File: config.mk
export PLATFORM = sky130hd
export DESIGN_NAME = uart_cmd_ctrl
export DESIGN_NICKNAME = d
export VERILOG_FILES = /design/src/rtl/uart_cmd_pkg.sv /design/src/rtl/uart_cmd_timer.sv /design/src/rtl/uart_cmd_ctrl.sv
export SDC_FILE = /design/constraint.sdc
export NUM_CORES = 1
export LEC_CHECK = 0
export ABC_AREA = 1
export BUFFER_PORTS_ARGS = -buffer_cell sky130_fd_sc_hd__buf_2
export CORE_ASPECT_RATIO = 0.7
export CORE_UTILIZATION = 45
export CTS_CLUSTER_DIAMETER = 150
export CTS_CLUSTER_SIZE = 28
export DETAILED_ROUTE_END_ITERATION = 10
export PLACE_DENSITY_LB_ADDON = 0.08
export REMOVE_ABC_BUFFERS = 1
export SYNTH_ARGS = -nofsm -noshare
export SYNTH_HDL_FRONTEND = slang
export SYNTH_HIERARCHICAL = 1
export SYNTH_SLANG_ARGS = --single-unit
File: constraint.sdc
create_clock -name clk -period 6.1 [get_ports clk]
set_clock_uncertainty 0.15 [all_clocks]
set_input_delay 0.305 -clock clk [delete_from_list [all_inputs] [get_ports clk]]
set_output_delay 0.305 -clock clk [all_outputs]
set_load 0.02 [all_outputs]
File: src/rtl/uart_cmd_pkg.sv
// Shared types and constants for the UART command-frame controller.
package uart_cmd_pkg;

  typedef enum logic [2:0] {
    StHunt,
    StCmd,
    StAddr,
    StData,
    StCsum,
    StIssue
  } state_e;

  localparam logic [7:0] SYNC_BYTE = 8'hA5;
  localparam logic [7:0] CMD_WR    = 8'h01;
  localparam logic [7:0] CMD_RD    = 8'h02;

  localparam logic [1:0] ERR_CMD  = 2'd1;
  localparam logic [1:0] ERR_CSUM = 2'd2;
  localparam logic [1:0] ERR_TMO  = 2'd3;

endpackage

File: src/rtl/uart_cmd_timer.sv
// Saturating inter-byte timeout counter; expired is high while enabled and at the limit.
module uart_cmd_timer #(
  parameter int unsigned Limit = 17320
) (
  input  logic clk,
  input  logic rst,
  input  logic clr,
  input  logic en,
  output logic expired
);
  localparam int unsigned Width = $clog2(Limit + 1);
  localparam logic [Width-1:0] LimitW = Width'(Limit);

  logic [Width-1:0] count_q, count_d;

  always_comb begin
    count_d = count_q;
    if (clr) begin
      count_d = '0;
    end else if (en && (count_q != LimitW)) begin
      count_d = count_q + 1'b1;
    end
  end

  always_ff @(posedge clk or posedge rst) begin
    if (rst) begin
      count_q <= '0;
    end else begin
      count_q <= count_d;
    end
  end

  assign expired = en && (count_q == LimitW);

endmodule

File: src/rtl/uart_cmd_ctrl.sv
// UART command-frame parser: A5 CMD ADDR DATA [CSUM] -> register write/read request.
// Define UART_CMD_CSUM_EN to build the checksum byte and the CSUM state.
module uart_cmd_ctrl
  import uart_cmd_pkg::*;
#(
  parameter int unsigned CLKS_PER_BIT  = 433,
  parameter int unsigned TIMEOUT_BYTES = 4
) (
  input  logic       clk,
  input  logic       rst,
  input  logic       rx_valid,
  input  logic [7:0] rx_data,
  output logic       wr_en,
  output logic       rd_en,
  output logic [7:0] req_addr,
  output logic [7:0] req_data,
  input  logic       req_ready,
  output logic       frame_err,
  output logic [1:0] err_code,
  output logic       overrun,
  output logic       busy
);
  localparam int unsigned TimeoutLimit = TIMEOUT_BYTES * 10 * CLKS_PER_BIT;

  state_e     state_q, state_d;
  logic       is_wr_q, is_wr_d;
  logic [7:0] addr_q, addr_d;
  logic [7:0] data_q, data_d;
  logic [1:0] code_q, code_d;
  logic       err_q, err_d;
  logic       ovr_q, ovr_d;
  logic       wr_q, wr_d;
  logic       rd_q, rd_d;
  logic       busy_q, busy_d;
  logic       timer_clr, timer_en, expired;

  assign timer_en  = state_q inside {StCmd, StAddr, StData, StCsum};
  // A byte lost to a simultaneous timeout or to ISSUE is not an accepted byte.
  assign timer_clr = rx_valid && (state_q != StIssue) && !expired;

  uart_cmd_timer #(
    .Limit(TimeoutLimit)
  ) u_timer (
    .clk    (clk),
    .rst    (rst),
    .clr    (timer_clr),
    .en     (timer_en),
    .expired(expired)
  );

  always_ff @(posedge clk or posedge rst) begin
    if (rst) begin
      state_q <= StHunt;
      is_wr_q <= 1'b0;
      addr_q  <= '0;
      data_q  <= '0;
      code_q  <= '0;
    end else begin
      state_q <= state_d;
      is_wr_q <= is_wr_d;
      addr_q  <= addr_d;
      data_q  <= data_d;
      code_q  <= code_d;
    end
  end

  always_comb begin
    state_d = state_q;
    is_wr_d = is_wr_q;
    addr_d  = addr_q;
    data_d  = data_q;
    code_d  = code_q;
    err_d   = 1'b0;
    ovr_d   = 1'b0;
    if (expired) begin
      err_d   = 1'b1;
      code_d  = ERR_TMO;
      state_d = StHunt;
    end else begin
      unique case (state_q)
        StHunt: if (rx_valid && (rx_data == SYNC_BYTE)) state_d = StCmd;
        StCmd: if (rx_valid) begin
          if ((rx_data == CMD_WR) || (rx_data == CMD_RD)) begin
            is_wr_d = (rx_data == CMD_WR);
            state_d = StAddr;
          end else begin
            err_d   = 1'b1;
            code_d  = ERR_CMD;
            state_d = StHunt;
          end
        end
        StAddr: if (rx_valid) begin
          addr_d  = rx_data;
          state_d = StData;
        end
        StData: if (rx_valid) begin
          data_d = rx_data;
`ifdef UART_CMD_CSUM_EN
          state_d = StCsum;
`else
          state_d = StIssue;
`endif
        end
`ifdef UART_CMD_CSUM_EN
        StCsum: if (rx_valid) begin
          if (rx_data == ((is_wr_q ? CMD_WR : CMD_RD) ^ addr_q ^ data_q)) begin
            state_d = StIssue;
          end else begin
            err_d   = 1'b1;
            code_d  = ERR_CSUM;
            state_d = StHunt;
          end
        end
`endif
        StIssue: begin
          ovr_d = rx_valid;
          if (req_ready) state_d = StHunt;
        end
        default: state_d = StHunt;
      endcase
    end
  end

  always_comb begin
    wr_d   = 1'b0;
    rd_d   = 1'b0;
    busy_d = (state_d != StHunt);
    if (state_d == StIssue) begin
      wr_d = is_wr_d;
      rd_d = !is_wr_d;
    end
  end

  always_ff @(posedge clk or posedge rst) begin
    if (rst) begin
      wr_q   <= 1'b0;
      rd_q   <= 1'b0;
      busy_q <= 1'b0;
      err_q  <= 1'b0;
      ovr_q  <= 1'b0;
    end else begin
      wr_q   <= wr_d;
      rd_q   <= rd_d;
      busy_q <= busy_d;
      err_q  <= err_d;
      ovr_q  <= ovr_d;
    end
  end

  assign wr_en     = wr_q;
  assign rd_en     = rd_q;
  assign req_addr  = addr_q;
  assign req_data  = data_q;
  assign frame_err = err_q;
  assign err_code  = code_q;
  assign overrun   = ovr_q;
  assign busy      = busy_q;

endmodule

==> impl_metrics.ini <==
[layout]
post-route-util_pct = 53.7
drive_gt1_share_pct = 22.0
num_antenna_cells = 0
area_growth_pct = 13.9
nNetsFinal = 341
mostFrequentLayoutCells = 97 x nand2_1, 42 x dfrtp_1, 34 x buf_2
final_area_um2 = 2580
nFillCells = 487
layout_commonest_cell = nand2_1

[clock_network]
cts.sinks = 42
cts_resized = 0
clkTransAtPathRegs_ns = 0.08
cts_setup_buffers = 0
cts_tree = done
root_buffer = clkbuf_8
clk_latency_ns = 0.29
cts_max_level = 2
clk_path_buf_depth = 2
cts_made_buffers = 5

[sta]
relSlewSlack_pct = 33.3
timing.final.crit_share_pct = 46.5
final.min_clock_period_ns = 2.84
finalSetupViolations = 0
finalHoldViolCount = 0
finalSetupTns_ns = 0
worst_pin_slew_ns = 0.999
hold-worst-slack_ns = 0.137
max_freq_ghz = 0.352
rsz0062_at_grt = no
drv_slew = 0

[grt]
grt_antenna_before_repair = 0
overflow = 0
grt_pass1_vias = 1770
grt_max_degree = 28
grt_usage_pct = 21.3
grt_pass1_wl_um = 8500

[floorplanning]
io_pins = 35
die_y_um = 61.4
start_util_pct = 47.2
die_w_um = 86.8
core-area_um2 = 4810
design.die.area_um2 = 5330
rows = 21

[logic_synthesis]
synth_xor_area_share_pct = 1.93
synthSimpleGateAreaFrac_pct = 36.1
synth_fa_ha_area_share_pct = 1.10
syn_area_um2 = 2270
ys_seq_area_share_pct = 46.4
ys_types = 28
synth_compound_area_share_pct = 6.62
synthMuxAreaShare_pct = 0
syn_avg_cell_area_um2 = 7.79
synth_seq_cells = 42
synth_top_family_by_area = simple AND/OR/NAND/NOR gates
syn_inst = 291
ys_warn_count = 6

[placement]
placed_cell_area_um2 = 2480
dpl.hpwl_um = 3710
portBuffers = 34
globalplace.congestion = 0.882

[route]
post-route-drc-count = 0
drt_first_iter_violations = 92
ant_nets = 0
wl_per_cell_um = 12.5
routed.top_layer = met4
via_per_inst = 4.88
vias = 1936
met1Wirelength_um = 2770
wl_um = 4960
drtPass1Iterations = 4
met3_length_um = 261
met2_wirelength_um = 1880

[power_and_ir_drop]
vdd_drop_max_v = 0.000144
p_leak_nw = 1.38
p_per_area_nw_per_um2 = 306

[setup_path]
reg2reg_from = state_q[1]$_DFF_PP0_
rrSetupSlack_ns = 3.26
cp_max_fo = 13
required_ns = 6.13
worstSetupStartpointType = flip-flop
arrival_ns = 2.87
startpoint = state_q[1]$_DFF_PP0_
crit_path_end_kind = flip-flop
critical_path_class = flip-flop to flip-flop

[flow_run]
max_cap_viol_count = 0

[hold_path]
min-delay-path-class = primary input to flip-flop
min_from = rx_data[4]

[outcome]
status = completed
-- flip-flops by register name, indices dropped and copies added (netlist names), 2 cells and up --
name             count
u_timer/count_q     15
req_addr             8
req_data             8
state_q              3
err_code             2
-- critical path, stage by stage, from the launching register on --
cell     delay [ns]
dfrtp_1        0.39
inv_1          0.15
nand2_1        0.12
nor2_4         0.14
nor2_1         0.06
nand2_1        0.05
inv_1          0.08
nor3_1         0.50
nor2_4         0.12
nand2_1        0.09
inv_1          0.12
inv_1          0.36
o21ai_0        0.23
nand2_1        0.12
nand2_1        0.05
-- synthesized netlist by cell type (all sizes together) --
cell type,number,area [um2]
inv,35,131
nor3,4,20.0
clkbuf,1,3.75
xor2,5,43.8
buf,5,40.0
nand3,19,100
nand2,102,395
a21oi,3,18.8
clkinv,1,3.75
ha,2,25.0
nand4,16,100
o21ai,18,124
or2,3,18.8
nor2,34,184
dfrtp,42,1050
a21o,1,7.51
-- per-stage QoR --
step                      worst slack [ns]  power [mW]  instances
after global routing                  2.94       0.841        397
after detailed placement              3.30       0.615        388
final                                 3.26       0.790        397
after global placement                3.38       0.610        388
after CTS                             3.29       0.799        397
after floorplan                       3.67       0.539        285
-- metal layers --
| metal | vias to the layer above | GRT usage (%) |
|---|---|---|
| li1 | 988 | - |
| met1 | 893 | 33.3 |
| met2 | 50 | 29.8 |
| met3 | 5 | 4.16 |
| met4 | 0 | 5.71 |
| met5 | - | 0 |
-- power breakdown --
group	internal (mW)	leakage, nW	switching (mW)
clock	0.0913	0.0482	0.0915
combinational	0.0795	0.763	0.177
sequential	0.322	0.569	0.0288
total	0.492	1.38	0.298
-- final timing paths --
kind,end,depth (start not counted)
max,u_timer/count_q[8]$_DFFE_PP0P_,14
min,req_addr[4]$_DFFE_PP0P_,3
max reg2reg,u_timer/count_q[8]$_DFFE_PP0P_,14
min reg2reg,err_code[0]$_DFFE_PP0P_,1
max in group asynchronous,is_wr_q$_DFF_PP0_,3
min in group asynchronous,u_timer/count_q[6]$_DFFE_PP0P_,3
-- layout make-up --
type | count | area [um2] | share of cell area, %
sequential | 42 | 1050 | 40.7
multi-input combinational | 207 | 1040 | 40.2
clock inverter | 1 | 5.00 | 0.194
clock buffer | 7 | 86.3 | 3.34
tap | 69 | 86.3 | 3.34
inverter | 36 | 135 | 5.24
timing repair buffer | 35 | 180 | 6.98
-- logic make-up after synthesis --
kind of cell               count (synthesis)
and+or+nand+nor                          178
AOI/OAI and AO/OA                         22
adders and majority gates                  2
xor gates and xnor gates                   5
buffers and inverters                     42
DFF                                       42
-- timing repair --
| item | in CTS | in global routing |
|---|---|---|
| endpoints found under the setup margin | 0 | 0 |
| hold buffers | 1 | 0 |
| endpoints found under the hold margin | 15 | 0 |
(Power assumes the default switching activity.)
